$ cat src/rtl/alu_shift_pkg.sv
// Shared types and encodings for the iterative ALU shift unit.
package alu_shift_pkg;

  localparam logic [1:0] OP_SLL = 2'b00;
  localparam logic [1:0] OP_SRL = 2'b01;
  localparam logic [1:0] OP_SRA = 2'b10;
  localparam logic [1:0] OP_ROR = 2'b11;

  typedef enum logic [1:0] {
    SHIFT_SLL = OP_SLL,
    SHIFT_SRL = OP_SRL,
    SHIFT_SRA = OP_SRA,
    SHIFT_ROR = OP_ROR
  } shift_op_t;

  typedef enum logic [1:0] {
    S_IDLE  = 2'b00,
    S_SHIFT = 2'b01,
    S_DONE  = 2'b10
  } shift_state_t;

endpackage

$ cat src/rtl/alu_shift_stage.sv
// Combinational one-step shifter: moves data_i by k_i (0..STEP) bits per op_i.
// Rotate support is compiled in only when ALU_SHIFT_ROT_EN is defined.
module alu_shift_stage
  import alu_shift_pkg::*;
#(
  parameter int WIDTH = 32,
  parameter int STEP  = 4
) (
  input  logic [WIDTH-1:0]       data_i,
  input  logic [$clog2(STEP):0]  k_i,
  input  shift_op_t              op_i,
  input  logic                   fill_i,
  output logic [WIDTH-1:0]       data_o
);

  // Single-step shift; SRA fills from the captured sign, not the current MSB
  always_comb begin
    data_o = data_i;
    case (op_i)
      SHIFT_SLL: data_o = data_i << k_i;
      SHIFT_SRL: data_o = data_i >> k_i;
      SHIFT_SRA: data_o = WIDTH'({{WIDTH{fill_i}}, data_i} >> k_i);
`ifdef ALU_SHIFT_ROT_EN
      SHIFT_ROR: data_o = WIDTH'({data_i, data_i} >> k_i);
`endif
      default:   data_o = WIDTH'({{WIDTH{fill_i}}, data_i} >> k_i);
    endcase
  end

endmodule

$ cat src/rtl/alu_shift_iter.sv
// Iterative shift engine: SLL/SRL/SRA by 0..WIDTH-1, at most STEP bits per cycle.
// Define ALU_SHIFT_ROT_EN to make op 2'b11 a rotate-right; otherwise it behaves as SRA.
module alu_shift_iter
  import alu_shift_pkg::*;
#(
  parameter int WIDTH = 32,
  parameter int STEP  = 4,
  parameter int AMT_W = $clog2(WIDTH)
) (
  input  logic             clock,
  input  logic             reset_n,
  input  logic             ctrl_start,
  input  logic [WIDTH-1:0] data_operandA,
  input  logic [AMT_W-1:0] ctrl_shiftamt,
  input  logic [1:0]       ctrl_shiftop,
  output logic [WIDTH-1:0] data_result,
  output logic             data_resultRDY,
  output logic             data_busy
);

  localparam int KW = $clog2(STEP) + 1;

  shift_state_t     state_q, state_d;
  logic [WIDTH-1:0] work_q;
  logic [AMT_W-1:0] remain_q;
  shift_op_t        op_q;
  logic             fill_q;
  logic [WIDTH-1:0] result_q;

  logic             accept_s;
  logic             last_step_s;
  logic [KW-1:0]    k_s;
  shift_op_t        op_cap_s;
  logic [WIDTH-1:0] stage_out_s;

  // Op decode at capture; without rotate support op 11 folds onto SRA
  always_comb begin
`ifdef ALU_SHIFT_ROT_EN
    op_cap_s = shift_op_t'(ctrl_shiftop);
`else
    if (ctrl_shiftop == OP_ROR) begin
      op_cap_s = SHIFT_SRA;
    end else begin
      op_cap_s = shift_op_t'(ctrl_shiftop);
    end
`endif
  end

  // Step size for this cycle: min(remaining, STEP)
  always_comb begin
    if (remain_q > AMT_W'(STEP)) begin
      k_s         = KW'(STEP);
      last_step_s = 1'b0;
    end else begin
      k_s         = KW'(remain_q);
      last_step_s = 1'b1;
    end
  end

  alu_shift_stage #(
    .WIDTH (WIDTH),
    .STEP  (STEP)
  ) u_stage (
    .data_i (work_q),
    .k_i    (k_s),
    .op_i   (op_q),
    .fill_i (fill_q),
    .data_o (stage_out_s)
  );

  // State register
  always_ff @(posedge clock) begin
    if (!reset_n) begin
      state_q <= S_IDLE;
    end else begin
      state_q <= state_d;
    end
  end

  // Next-state logic; DONE accepts a new start just like IDLE
  always_comb begin
    state_d  = state_q;
    accept_s = 1'b0;
    case (state_q)
      S_IDLE, S_DONE: begin
        if (ctrl_start) begin
          accept_s = 1'b1;
          if (ctrl_shiftamt == {AMT_W{1'b0}}) begin
            state_d = S_DONE;
          end else begin
            state_d = S_SHIFT;
          end
        end else begin
          state_d = S_IDLE;
        end
      end
      S_SHIFT: begin
        if (last_step_s) begin
          state_d = S_DONE;
        end else begin
          state_d = S_SHIFT;
        end
      end
      default: state_d = S_IDLE;
    endcase
  end

  // Work datapath; result register loads only on entry to DONE
  always_ff @(posedge clock) begin
    if (!reset_n) begin
      work_q   <= {WIDTH{1'b0}};
      remain_q <= {AMT_W{1'b0}};
      op_q     <= SHIFT_SLL;
      fill_q   <= 1'b0;
      result_q <= {WIDTH{1'b0}};
    end else if (accept_s) begin
      work_q   <= data_operandA;
      remain_q <= ctrl_shiftamt;
      op_q     <= op_cap_s;
      fill_q   <= data_operandA[WIDTH-1];
      if (ctrl_shiftamt == {AMT_W{1'b0}}) begin
        result_q <= data_operandA;
      end else begin
        result_q <= result_q;
      end
    end else if (state_q == S_SHIFT) begin
      work_q   <= stage_out_s;
      remain_q <= remain_q - AMT_W'(k_s);
      if (last_step_s) begin
        result_q <= stage_out_s;
      end else begin
        result_q <= result_q;
      end
    end else begin
      work_q   <= work_q;
      remain_q <= remain_q;
    end
  end

  // Outputs decoded from registered state
  always_comb begin
    data_busy      = (state_q == S_SHIFT);
    data_resultRDY = (state_q == S_DONE);
    data_result    = result_q;
  end

endmodule
$ cat config.mk
export PLATFORM = sky130hd
export DESIGN_NAME = alu_shift_iter
export DESIGN_NICKNAME = d
export VERILOG_FILES = /design/src/rtl/alu_shift_pkg.sv /design/src/rtl/alu_shift_stage.sv /design/src/rtl/alu_shift_iter.sv
export SDC_FILE = /design/constraint.sdc
export NUM_CORES = 1
export LEC_CHECK = 0
export BUFFER_PORTS_ARGS = -buffer_cell sky130_fd_sc_hd__buf_2
export CAP_MARGIN = 20
export CORE_AREA = 8 8 155 143
export DETAILED_ROUTE_END_ITERATION = 7
export DIE_AREA = 0 0 163 151
export MAX_ROUTING_LAYER = met4
export PLACE_DENSITY = 0.46
export SETUP_SLACK_MARGIN = 0.2
export SKIP_LAST_GASP = 1
export SYNTH_ARGS = -nofsm -noshare
export SYNTH_HDL_FRONTEND = slang
export SYNTH_SLANG_ARGS = --single-unit
$ cat constraint.sdc
create_clock -name clock -period 6.9 [get_ports clock]
set_input_delay 1.035 -clock clock [delete_from_list [all_inputs] [get_ports clock]]
set_output_delay 1.035 -clock clock [all_outputs]
set_load 0.01 [all_outputs]
==> summary.txt <==
YOSYS
-----------------------------------------------------------------------------------------
Yosys reg bits                                                                         74
Synth Area per Inst                                                              7.83 um2
Share of synthesized area occupied by flip-flops and latches                        25.9%
Proportion of register bits with asynchronous set or reset after synthesis             0%
Synth Flop Type                                                                   dfxtp_1
Nets in the synthesized netlist                                                       775
Post-synthesis cell area                                                         5730 um2
Number of flops mapped to enable cells by yosys                                         0
Yosys warning total                                                                     0
Yosys cell types                                                                       69
Post-synthesis cell count                                                             732

CRITICAL PATH
-----------------------------------------------------------------------------------------
Setup crit end kind                                                             flip-flop
Startpoint types                                                             primary input
Start point of the critical path                                             ctrl_shiftamt[1]
Reg-to-Reg Start                                                              remain_q[0]
WS Path Type                                                                       in2reg
Crit path required time                                                           7.17 ns
Biggest fanout along the worst timing path                                             16
CP Data Arrival Time                                                              3.53 ns

CLOCKING
-----------------------------------------------------------------------------------------
Root buffer selected by CTS                                                     clkbuf_16
Worst-case clock buffer depth                                                           2
CTS tree                                                                            built
Depth of the CTS H-tree                                                                 3
Reg clk slew, reported paths                                                      0.06 ns
Post-CTS setup buffer count                                                             0
Number of buffers added to fix hold violations after cts                                0
Number of sinks on the clock net                                                       74
CTS resizes                                                                             0
Clock buffer count from CTS                                                             9
Later-pin clock latency in the skew report                                        0.35 ns

PLACEMENT
-----------------------------------------------------------------------------------------
Post-detailed-placement cell area                                                6130 um2
DP Wirelength                                                                     14.7 mm
Final GP Congestion                                                                 0.849
I/O Buffers                                                                            75
Post-placement worst setup slack                                                  3.30 ns

TIMING
-----------------------------------------------------------------------------------------
Peak Freq                                                                         306 MHz
Final hold slack                                                                 0.461 ns
Total negative setup slack                                                           0 ns
Min cycle time layout                                                             3.26 ns
Worst slew pin tran                                                              0.838 ns
Final setup fails                                                                       0
Worst slew margin                                                                   43.4%
Final period util                                                                   47.3%
Final number of max-transition violations                                               0
Number of hold violations in the final report                                           0
RSZ-0062 raised after global routing                                                false
Clock Skews                                                                    0.00638 ns
Setup slack of the critical path after layout                                     3.64 ns

PWR
-----------------------------------------------------------------------------------------
Power per Cell Area                                                            247 nW/um2
Sequential cell fraction of total power                                             34.3%
Cell leakage power                                                                2.44 nW
Part of the total power dissipated in combinational logic                           30.3%
Internal power                                                                    1.02 mW
Switching pwr                                                                      582 uW
Fraction of power spent switching nets                                              36.3%
Part of the power in the clock network                                              35.5%
VDD IR max                                                                         138 uV

GLOBAL ROUTING
-----------------------------------------------------------------------------------------
Antenna violations before repair                                                        0
Wire length of the first global-routing pass                                      35.9 mm
Overall global routing resource usage                                               19.1%
Vias in the first global route                                                       5958
Largest net degree at the start of global routing                                      59
Gr ovfl total                                                                           0

FINISH
-----------------------------------------------------------------------------------------
Layout Cell Area excl Fill                                                       6480 um2
Number of inserted diodes                                                               0
Area growth from synthesis to final layout                                          13.2%
Final-stage net count                                                                 777
Layout cells sized above 1                                                          19.5%
Most common library cell in the layout ignoring fill and taps                     nand2_1
Top library cells by usage in the layout, fill and taps aside                88 x nand2_1, 75 x buf_2, 73 x dfxtp_1

ROUTE
-----------------------------------------------------------------------------------------
Final antenna-violating net count                                                       0
Remaining routing DRC violations                                                        0
Routed vias/inst                                                                     6.22
Detailed router's first-iteration violation count                                     775
Final wirelength                                                                  23.3 mm
First-pass iteration count of the detailed router                                       5
Via count                                                                            6185
Average wire per cell in the routed design                                        23.4 um

FLOORPLANNING
-----------------------------------------------------------------------------------------
Number of ports placed on the die boundary                                             76
Area enclosed by the die boundary                                               24600 um2
Rows                                                                                   49
CORE AREA                                                                       19500 um2
Height of the chip                                                                 151 um
Initial Utilization                                                                 29.4%
Chip Width                                                                         163 um

JOB
-----------------------------------------------------------------------------------------
Max-cap check violation count                                                           0

WORST HOLD PATH
-----------------------------------------------------------------------------------------
Source of the worst hold timing path                                         data_result[1]
Class of the worst hold path                                                      reg2reg

RUN STATUS
-----------------------------------------------------------------------------------------
Result of the run                                                               completed

per-stage QoR:
step                      util, %  total power [mW]  cells
after global routing         33.2              1.68    994
after floorplan                 -             0.872    732
after detailed placement     31.4              1.03    978
final                        33.2              1.60    994
after global placement       31.4              1.03    978
after CTS                    33.2              1.60    994
critical path, cell delays in order:
cell and delay [ns]:
buf_2 0.10, or4_1 0.53, or3_1 0.40, nand2_1 0.54
nand2_1 0.22, inv_2 0.34, o21ai_0 0.16, o2bb2ai_1 0.18
cells by family after synthesis:
kind of cell / count (synthesis) / share of synthesized area, %
AO/OA/AOI/OAI: 289 / 36.0
adder cells (fa/ha/maj): 1 / 0.218
buffers and inverters: 106 / 7.95
flip-flops: 74 / 25.9
multiplexers: 64 / 14.2
other: 1 / 0.0655
AND/OR/NAND/NOR: 197 / 15.8
registers in the layout, summed over array words and instances (netlist names):
signal	count
data_result	32
work_q	32
remain_q	5
op_q	2
state_q	2
fill_q	1
final cells by class:
class | instances | area [um2]
fill | 2104 | 13000
clock buffer | 12 | 256
sequential | 74 | 1480
clock inverter | 4 | 97.6
timing repair buffer | 90 | 488
multi-input combinational | 552 | 3810
inverter | 7 | 26.3
tap | 255 | 319
cell usage after synthesis (17+ instances only):
master,instances,area share (%)
mux2i_1,45,7.9
clkbuf_1,58,3.8
nand3_1,17,1.5
buf_2,19,1.7
o21ai_0,35,3.1
dfxtp_1,74,26
a21oi_1,70,6.1
nand2_1,88,5.8
buf_1,17,1.1
a22o_1,17,2.6
nor2_1,46,3.0
power groups by stage:
stage          sequential [mW]  clock (mW)  combinational (mW)
2_1_floorplan            0.503           0               0.369
3_3_place_gp             0.556           0               0.472
3_5_place_dp             0.556           0               0.478
4_1_cts                  0.547       0.579               0.479
5_1_grt                  0.554       0.596               0.525
6_report                 0.549       0.569               0.486
final timing paths:
check | to | slack (ns) | cells past startpoint
setup reg to reg | work_q[14] | 3.80 | 6
hold reg to reg | data_result[1] | 0.46 | 2
setup / recovery | data_result[18] | 3.64 | 8
hold / removal | data_result[1] | 0.46 | 2
metal layers:
layer  share of wire (%)  GRT usage (%)  up-vias
met3                 6.3           3.59       58
li1                    -              -     2786
met2                  44           28.8      301
met1                  46           24.9     3040
met5                   0              -        -
met4                 3.1           7.47        0
Note: power is estimated with default switching activity, not from simulation.
